`config.mk`:
```
export PLATFORM = sky130hd
export DESIGN_NAME = down_cnt_8
export DESIGN_NICKNAME = d
export VERILOG_FILES = /design/src/rtl/down_cnt_8_pkg.sv /design/src/rtl/down_cnt_8_dec.sv /design/src/rtl/down_cnt_8.sv
export SDC_FILE = /design/constraint.sdc
export NUM_CORES = 1
export LEC_CHECK = 0
export ABC_AREA = 0
export CAP_MARGIN = 30
export CORE_UTILIZATION = 49
export CTS_CLUSTER_DIAMETER = 120
export DETAILED_ROUTE_END_ITERATION = 6
export PLACE_DENSITY = 0.78
export SETUP_SLACK_MARGIN = 0.3
export SYNTH_ARGS = -nofsm -noshare
export SYNTH_HDL_FRONTEND = slang
export SYNTH_SLANG_ARGS = --single-unit
```
`constraint.sdc`:
```
create_clock -name clk -period 2.51 [get_ports clk]
set_clock_uncertainty 0.1 [all_clocks]
set_input_delay 0.251 -clock clk [delete_from_list [all_inputs] [get_ports clk]]
set_output_delay 0.251 -clock clk [all_outputs]
set_load 0.01 [all_outputs]
```
`src/rtl/down_cnt_8_pkg.sv`:
```
// Shared definitions for the 8-bit down counter.
// Holds the FSM encoding and datapath constants.
package down_cnt_8_pkg;

    localparam int unsigned W = 8;

    localparam logic [W-1:0] ZERO8 = 8'h00;
    localparam logic [W-1:0] ONES8 = 8'hFF;

    typedef enum logic [1:0] {
        IDLE    = 2'b00,
        RUN     = 2'b01,
        EXPIRED = 2'b10
    } state_t;

    // Next-cycle register values produced by the control logic.
    typedef struct packed {
        state_t       state;
        logic [W-1:0] count;
        logic [W-1:0] reload;
        logic         done;
    } cnt_next_t;

    function automatic logic is_zero(input logic [W-1:0] v);
        return v == ZERO8;
    endfunction

endpackage

```
`src/rtl/down_cnt_8_dec.sv`:
```
// Decrement-by-one datapath for the down counter.
// dec_8 adds all-ones to the operand using the plain 8-bit adder.
import down_cnt_8_pkg::*;

module add8 (
    input  logic [W-1:0] a,
    input  logic [W-1:0] b,
    input  logic         cin,
    output logic [W-1:0] sum,
    output logic         cout
);

    logic [W:0] full;

    assign full = {1'b0, a} + {1'b0, b} + {{W{1'b0}}, cin};
    assign sum  = full[W-1:0];
    assign cout = full[W];

endmodule

module dec_8 (
    output logic [W-1:0] out,
    output logic         bout,
    input  logic [W-1:0] a
);

    // a - 1 == a + 0xFF (mod 256); carry-out is high whenever a != 0.
    add8 u_add8 (
        .a    (a),
        .b    (ONES8),
        .cin  (1'b0),
        .sum  (out),
        .cout (bout)
    );

endmodule

```
`src/rtl/down_cnt_8.sv`:
```
// 8-bit loadable down counter with terminal-count pulse.
// Three-state FSM: IDLE, RUN, EXPIRED; optional auto-reload.
import down_cnt_8_pkg::*;

module down_cnt_8 (
    input  logic         clk,
    input  logic         rst,
    input  logic         clr,
    input  logic         load,
    input  logic [W-1:0] ld_val,
    input  logic         en,
    input  logic         auto_rl,
    output logic [W-1:0] count,
    output logic         busy,
    output logic         zero,
    output logic         done
);

    state_t       state;
    logic [W-1:0] reload_reg;
    logic [W-1:0] dec_val;
    logic         dec_unused_bout;
    cnt_next_t    nxt;

    dec_8 u_dec (
        .out  (dec_val),
        .bout (dec_unused_bout),
        .a    (count)
    );

    // Next-state and next-datapath decode; priority clr > load > en.
    always_comb begin
        nxt.state  = state;
        nxt.count  = count;
        nxt.reload = reload_reg;
        nxt.done   = 1'b0;
        if (clr) begin
            nxt.state = IDLE;
            nxt.count = ZERO8;
        end else if (load) begin
            nxt.state  = RUN;
            nxt.count  = ld_val;
            nxt.reload = ld_val;
        end else if (state == RUN && en) begin
            if (!is_zero(count)) begin
                nxt.count = dec_val;
            end else begin
                nxt.done = 1'b1;
                if (auto_rl) begin
                    nxt.count = reload_reg;
                end else begin
                    nxt.state = EXPIRED;
                end
            end
        end
    end

    // State and output registers; reset discards any count in progress.
    always_ff @(posedge clk or posedge rst) begin
        if (rst) begin
            state      <= IDLE;
            count      <= ZERO8;
            reload_reg <= ZERO8;
            done       <= 1'b0;
            busy       <= 1'b0;
        end else begin
            state      <= nxt.state;
            count      <= nxt.count;
            reload_reg <= nxt.reload;
            done       <= nxt.done;
            busy       <= (nxt.state == RUN);
        end
    end

    assign zero = is_zero(count);

endmodule

```
Yosys cells after proc, flatten, opt, wreduce, memory -nomap -nowiden
Index checks and enable logic that the tools add are counted.

storage, ports and cells
  register bits = 20
  output and inout bits = 11
  logic and storage cells = 26
  input bits = 14

operators by class
  bitwise gates (word level) = 1
  equal/unequal tests = 3
  reduce and logical (&&, ||, !) cells = 5
  multiplexer cells = 11
  $add $sub $neg = 1

operators by type and width
  kind                 number
  $mux 10              3
  $mux 8               2
  $add 8x8->8 const B  1
  $logic_not 8->1      1
  $eq 2x1->1 const B   2
  $mux 1               4
  $mux 2               2
  $ne 4x4->1 const B   1
  $reduce_and 2->1     2
  $reduce_bool 3->1    1
  $logic_and 1x1->1    1
  $not 1->1            1

Longest topological paths before layout
Gate-level depths: netlist (run 1).

  depth in word-level cells = 6
  gate-level depth with buffers = 7
  gate-level depth less buffers = 7

Modules after synthesis
Synthesis (run 1) repeated with hierarchy kept, for this count alone.

second synthesis, totals
  cells, all modules = 155
  area total of the unflattened synthesis = 1373.8 µm²

by module, submodules not included
  module      times used  cells an instance  area an instance (µm²)  seq. area each (µm²)
  down_cnt_8  1           111                1034.7                  500.5
  add8        1           42                 331.6                   0.0
  dec_8       1           2                  7.5                     0.0

Worst setup path after synthesis (run 1)
OpenSTA, ideal clock, no wires.

  path kind = register -> register
  from = register count[0]
  to = register count[3]
  buffers on the path = 0
  data required time = 2.306 ns
  cell stages (with the launch flop) = 7
  setup slack = 0.558 ns
  setup time = 0.104 ns
  arrival = 1.749 ns
  period minus slack after synthesis = 1.952 ns
  cell sequence = dfrtp_1 inv_1 ha_1 nor3b_2 a31oi_1 nor2_1 o41ai_2

between the ends
  longest elaborated chain between the ends = 5
  elaborated cells on any way between the ends = 8
  those cells by class = add/sub: 1; eq/ne: 1; mux: 4; reduce/logical: 2

RTL lines
  item                                                   RTL line                                    text
  from (decl)                                            down_cnt_8.sv:13                            output logic [W-1:0] count,
  from (signal assigned)                                 down_cnt_8.sv:68                            count <= nxt.count;
  $add 8x8->8 / $logic_not 8->1 (equally long branches)  down_cnt_8_dec.sv:15, down_cnt_8_pkg.sv:25
  $mux 8                                                 down_cnt_8.sv:45                            if (!is_zero(count)) begin
  $mux 10                                                down_cnt_8.sv:44                            end else if (state == RUN && en) begin
  $mux 10                                                down_cnt_8.sv:40                            end else if (load) begin
  $mux 10                                                down_cnt_8.sv:37                            if (clr) begin

Parallel ways exist; a longest one is shown, timed or not. The select of a mux whose other input is x is not followed.
A chain may end at the register's enable or synchronous reset.

Worst setup path after layout (run 1)
  from = register count[0]
  to = register count[0]

Same word-level chain as after synthesis.

==> summary.txt, run 1 <==
STA
  • RSZ-0062 raised after global routing: false
  • Final setup TNS: 0 ns
  • Setup violators final: 0
  • Slew margin rel.: 0.5042
  • Hold Fails Final Rpt: 0
  • Fmax: 487.2 MHz
  • Slew Viols, Final: 0
  • Period Utilization, post-route: 0.8177
  • Worst Tran Pin Value: 0.7429 ns
  • Post-layout minimum cycle time: 2.052 ns

Power and ir drop
  • Peak supply drop: 0.0004444 V
  • LEAKAGE: 0.6440 nW
  • Tot Pwr: 0.7935 mW
  • Power density over cell area: 531.1 mW/mm^2

Global routing
  • Grt ovf: 0
  • Largest net degree at the start of global routing: 21
  • Met2 Usage GRT: 0.3911
  • Initial antenna violation count: 0
  • First-pass GRT wire length: 4774 um
  • Met1 GRT Util: 0.3391
  • GRT Max-Usage Layer: met2
  • Vias in the first global route: 1020
  • Global-route usage over all layers: 0.2516
  • Met3 GRT Util: 0.03939

Cells and area
  • Commonest cells after routing, fill and taps aside: clkdlybuf4s50_1, dfrtp_1, nand2_1
  • Fin nets: 173
  • Leading cell type in the layout, fill and taps excluded: clkdlybuf4s50_1
  • # diodes: 0
  • Fillers: 182
  • Synthesis-to-finish area growth: 29.50%
  • Layout cells sized above 1: 0.1538

Worst hold path
  • HP Class: input pin to async pin

Clocking
  • Post-CTS Hold Buffers: 0
  • CTS tree: done
  • Clock Sinks: 20
  • Clk buf depth: 2
  • Clock transition at path regs: 0.11 ns
  • CTS root buf: clkbuf_4
  • Clock Latency Late Sink: 0.30 ns
  • Num CTS Buffers: 3
  • Number of H-tree levels: 1

Setup path
  • Startpoint Class: flop
  • Critical path class: flop to flop
  • Worst path required time: 2.61 ns
  • Max FO, Critical Path: 5
  • WP data arrival: 2.15 ns
  • Crit end category: flop

Routing
  • WL/cell: 15.27 um
  • Remaining antenna violation count: 0
  • Routed via count: 1102
  • # DRC: 0
  • Mean number of vias per cell: 5.989
  • Detailed Routing Iterations Pass 1: 4
  • Final WL: 2810 um
  • Iteration-0 DRC Markers: 34

Die
  • Cell Rows: 17
  • Core area: 0.002212 mm^2
  • I/O Pins: 25
  • Die Area: 0.002552 mm^2
  • Die X-Extent: 50.52 um
  • Die H: 50.52 um
  • Initial core utilization: 0.5215

Synthesis
  • Mapped Avg Cell Area: 9.156 um^2
  • Yosys reg bits: 20
  • Sequential area share after synthesis: 0.4338
  • Ys Warns: 0
  • Syn Nets: 141
  • Cell variety after synth: 43
  • Mapped cell area: 0.001154 mm^2
  • Synth Instances: 126

Placement
  • GP Congestion: 0.9040
  • Detailed Place HPWL: 1980 um
  • Port bufs: 24

Outcome
  • Status: complete, no violations

Job
  • Max-cap violations: 0
cell usage after synthesis:
cell type	count	share of area
clkinv_1	1	0.0033
nor2b_1	1	0.0054
nand2_2	1	0.0054
nor4_1	1	0.0054
nand2b_1	1	0.0054
or2_2	1	0.0054
o21a_1	2	0.013
o22ai_1	1	0.0054
nand3b_1	1	0.0065
o21ai_0	5	0.022
nor4_4	1	0.018
a211oi_1	1	0.0065
a311oi_1	1	0.0076
nand3b_4	1	0.017
nor3_4	1	0.014
dfrtp_1	20	0.43
and2_1	1	0.0054
o21ai_1	6	0.026
o41ai_2	2	0.028
o311ai_0	1	0.0076
a21oi_1	5	0.022
o311ai_1	1	0.0076
or4_4	2	0.020
nand2_1	19	0.062
a31oi_1	7	0.038
a2111oi_2	1	0.013
or2_1	1	0.0054
clkbuf_1	2	0.0065
or3b_2	1	0.0076
nor3b_2	1	0.011
a2bb2oi_1	1	0.0076
nor2_1	8	0.026
or3_1	2	0.011
a221o_1	1	0.0087
inv_1	9	0.029
nand3_1	1	0.0043
o311a_1	1	0.0087
nand4_1	1	0.0054
ha_1	1	0.011
or3b_1	1	0.0076
buf_2	1	0.0043
nor3_1	8	0.035
a221oi_1	1	0.0076
routing by layer:
layer | share of wire | up-vias | routed length [um]
li1 | - | 530 | -
met1 | 0.45 | 523 | 1251
met2 | 0.47 | 43 | 1334
met3 | 0.062 | 6 | 173
met4 | 0.018 | 0 | 51
met5 | 0 | - | 0
metrics by stage:
stage | std cells | util | setup WS [ns] | cell area [um^2] | hold WS [ns]
detailed placement | 178 | 0.6505 | 0.3959 | 1439 | 0.3611
finish | 184 | 0.6753 | 0.4575 | 1494 | 0.2572
CTS | 184 | 0.6742 | 0.4380 | 1491 | 0.2863
floorplan | 126 | - | 0.5580 | 1154 | 0.1148
global route | 184 | 0.6753 | 0.3714 | 1494 | 0.3617
global placement | 178 | 0.6505 | 0.3740 | 1439 | 0.3567
worst paths after layout:
check | cells after the start | end | startpoint | slack [ns]
max reg2reg | 8 | count[0] | count[0] | 0.46
min reg2reg | 2 | reload_reg[0] | reload_reg[0] | 0.39
min | 2 | count[4] | rst | 0.26
min in group clk | 2 | reload_reg[0] | reload_reg[0] | 0.39
max in group asynchronous | 2 | reload_reg[4] | rst | 1.58
max | 8 | count[0] | count[0] | 0.46
repair_timing:
item	4_1_cts	5_1_grt
endpoints found under the setup margin	1	3
gates resized for setup	4	1
pin swaps	1	0
buffers inserted	3	0
cell families (layout without fill, tap and decap cells):
kind of cell	after synthesis	in the layout	share of synthesized area
buffers and inverters	13	43	0.04338
adders and majority gates	1	1	0.01084
and+or+nand+nor	55	55	0.2831
AOI/OAI and AO/OA	37	37	0.2288
DFF	20	20	0.4338
where the power goes:
| part | internal [mW] | leakage (nW) | switching [mW] | total, mW |
|---|---|---|---|---|
| Clock | 0.0561 | 0.0138 | 0.0980 | 0.154 |
| Combinational | 0.125 | 0.375 | 0.128 | 0.253 |
| Sequential | 0.352 | 0.256 | 0.0338 | 0.386 |
worst max-delay path: stages, from the launching register on:
cell	delay [ns]
dfrtp_1	0.39
inv_2	0.07
ha_2	0.21
nor3b_4	0.16
buf_4	0.16
a31oi_1	0.34
buf_4	0.20
nor3_1	0.05
a221o_1	0.28
final cells by class:
| cell class | instances | area (um^2) | area share |
|---|---|---|---|
| multi-input cells | 93 | 614.3 | 0.4112 |
| well taps | 28 | 35.03 | 0.02345 |
| inverters | 10 | 37.54 | 0.02513 |
| repair buffers | 30 | 284.0 | 0.1901 |
| clock buffers | 3 | 22.52 | 0.01508 |
| flip-flops and latches | 20 | 500.5 | 0.3350 |
Power figures use the tool's default switching activity.
==> inputs of run 2 (changes only) <==
clock period = 1.9 ns   (was 2.51 ns; I/O delays follow)
==> run 2 against run 1 <==
Net effect:
- the run now ends with setup timing left
- register-to-register slack lost 0.60 ns
- critical path depth shrank 3
- first-iteration DRC count grew 38%
- global-route usage grew 4.4 points
- sequential cell count is the same
- fmax grew 0.46%
- combinational power grew 85%
- count of clock-buffer cells in the layout is the same
- cell count grew 13%
- utilization grew 13 points
- final area grew 20%
- largest cell class unchanged
==> summary.txt, run 2 (same netlist as run 1, synthesis figures left out) <==
Global routing
  • Vias in the first global route: 1182 (was 1020)
  • Initial antenna violation count: 0 (unchanged)
  • Grt ovf: 0 (unchanged)
  • Global-route usage over all layers: 0.2959 (was 0.2516)
  • First-pass GRT wire length: 5526 um (was 4774 um)
  • Largest net degree at the start of global routing: 21 (unchanged)

Routing
  • Routed via count: 1202 (was 1102)
  • Remaining antenna violation count: 0 (unchanged)
  • Final WL: 3541 um (was 2810 um)
  • Iteration-0 DRC Markers: 47 (was 34)
  • WL/cell: 17.02 um (was 15.27 um)
  • Mean number of vias per cell: 5.779 (was 5.989)
  • Detailed Routing Iterations Pass 1: 4 (unchanged)
  • # DRC: 0 (unchanged)

Setup path
  • Worst path required time: 1.98 ns (was 2.61 ns)
  • Crit end category: flop (unchanged)
  • Critical path class: flop to flop (unchanged)
  • Startpoint Class: flop (unchanged)
  • Reg-to-reg slack, setup: -0.14 ns (was 0.46 ns)
  • WP data arrival: 2.12 ns (was 2.15 ns)
  • Max FO, Critical Path: 2 (was 5)

Die
  • I/O Pins: 25 (unchanged)
  • Cell Rows: 17 (unchanged)
  • Die X-Extent: 50.52 um (unchanged)
  • Die H: 50.52 um (unchanged)
  • Core area: 0.002212 mm^2 (unchanged)
  • Initial core utilization: 0.5215 (unchanged)
  • Die Area: 0.002552 mm^2 (unchanged)

Outcome
  • Failing checks: setup timing
  • Status: complete, but fails checks (was complete, no violations)

Clocking
  • Clock Sinks: 20 (unchanged)
  • Clock Latency Late Sink: 0.30 ns (about the same)
  • Clock transition at path regs: 0.10 ns (was 0.11 ns)
  • CTS tree: done (unchanged)
  • Clk buf depth: 2 (unchanged)
  • Number of H-tree levels: 1 (unchanged)
  • CTS root buf: clkbuf_4 (unchanged)
  • Num CTS Buffers: 3 (unchanged)

STA
  • Period Utilization, post-route: 1.075 (was 0.8177)
  • Fmax: 489.5 MHz (was 487.2 MHz)
  • Slew Viols, Final: 0 (unchanged)
  • Slew margin rel.: 0.7579 (was 0.5042)
  • Worst Tran Pin Value: 0.3619 ns (was 0.7429 ns)
  • Hold Fails Final Rpt: 0 (unchanged)
  • Post-layout minimum cycle time: 2.043 ns (was 2.052 ns)
  • RSZ-0062 raised after global routing: true (was false)
  • Setup violators final: 4 (was 0)
  • Final worst setup slack: -0.1431 ns (was 0.4575 ns)

Power and ir drop
  • Peak supply drop: 0.0005793 V (was 0.0004444 V)
  • Power density over cell area: 658.6 mW/mm^2 (was 531.1 mW/mm^2)
  • Tot Pwr: 1.180 mW (was 0.7935 mW)
  • LEAKAGE: 0.8043 nW (was 0.6440 nW)

Cells and area
  • Leading cell type in the layout, fill and taps excluded: buf_4 (was clkdlybuf4s50_1)
  • # diodes: 0 (unchanged)
  • Fillers: 146 (was 182)
  • Fin nets: 197 (was 173)
  • Commonest cells after routing, fill and taps aside: buf_4, nand2_1, dfrtp_1, clkdlybuf4s50_1 (was clkdlybuf4s50_1, dfrtp_1, nand2_1)
  • Synthesis-to-finish area growth: 55.31% (was 29.50%)
  • Layout cells sized above 1: 0.3444 (was 0.1538)
  • Final Cell Area: 0.001792 mm^2 (was 0.001494 mm^2)

Placement
  • GP Congestion: 0.9758 (was 0.9040)
  • Port bufs: 24 (unchanged)
  • Dpl cell area: 0.001614 mm^2 (was 0.001439 mm^2)
  • Detailed Place HPWL: 2450 um (was 1980 um)

Job
  • Max-cap violations: 0 (unchanged)

Worst hold path
  • HP Class: input pin to async pin (unchanged)
==> run 2: changes by cell type in the layout (fill, tap and decap cells not counted), sizes merged <==
| cell | change |
|---|---|
| dlygate4sd2 | +4 |
| clkinv | -1 |
| inv | +1 |
| clkdlybuf4s50 | -5 |
| buf | +25 |
==> run 2: final timing paths <==
kind,from,to,cells after the start
setup / recovery,count[0],count[7],5
hold / removal,rst,reload_reg[5],3
setup reg to reg,count[0],count[7],5
hold reg to reg,reload_reg[7],reload_reg[7],2
max in group asynchronous,rst,count[3],3
min in group clk,ld_val[2],reload_reg[2],3
==> run 2: repair_timing <==
action	in CTS	in global routing
cloned	0	0
gates resized for setup	24	8
endpoints found under the setup margin	18	16
pin swaps	6	4
hold buffers	0	0
setup buffers	5	2
==> run 2: per-layer routing <==
metal  global-route usage  share of wire  vias to the layer above  routed length [um]
li1                     -              -                      580                   -
met1               0.4133           0.44                      566                1541
met2               0.4689           0.49                       51                1733
met3              0.04242          0.064                        5                 226
met4               0.1019          0.011                        0                  39
met5                    0              0                        -                   0
==> run 2: final cells by class <==
cell class	count	area, um^2	share of cell area
Timing Repair Buffer	54	486.7	0.2716
Sequential cell	20	503.0	0.2807
Clock buffer	3	22.52	0.01257
Tap cell	28	35.03	0.01955
Inverter	10	40.04	0.02235
Multi-Input combinational cell	93	704.4	0.3932
==> run 2: metrics by stage <==
step | worst slack, ns | TNS, ns | hold WS (ns) | std cells | utilization
floorplan | 0.08294 | 0 | 0.05369 | 126 | -
global placement | 0.01938 | 0 | 0.3547 | 198 | 0.7296
detailed placement | -0.03077 | -0.06862 | 0.3600 | 198 | 0.7296
CTS | -0.06280 | -0.06776 | 0.1036 | 206 | 0.7856
global route | -0.2124 | -0.6030 | 0.1424 | 208 | 0.8100
finish | -0.1431 | -0.2043 | 0.09604 | 208 | 0.8100
==> run 2: worst max-delay path, stage by stage, from the launching register on <==
cell and delay [ns]:
dfrtp_1 0.42, buf_6 0.12, or4_4 0.54, or3_1 0.33, o311ai_1 0.26, o21ai_1 0.15
==> run 2: report_power, final <==
group	leakage [nW]	switching (mW)	internal, mW
clock	0.0138	0.125	0.0741
combinational	0.538	0.229	0.239
sequential	0.253	0.0461	0.467
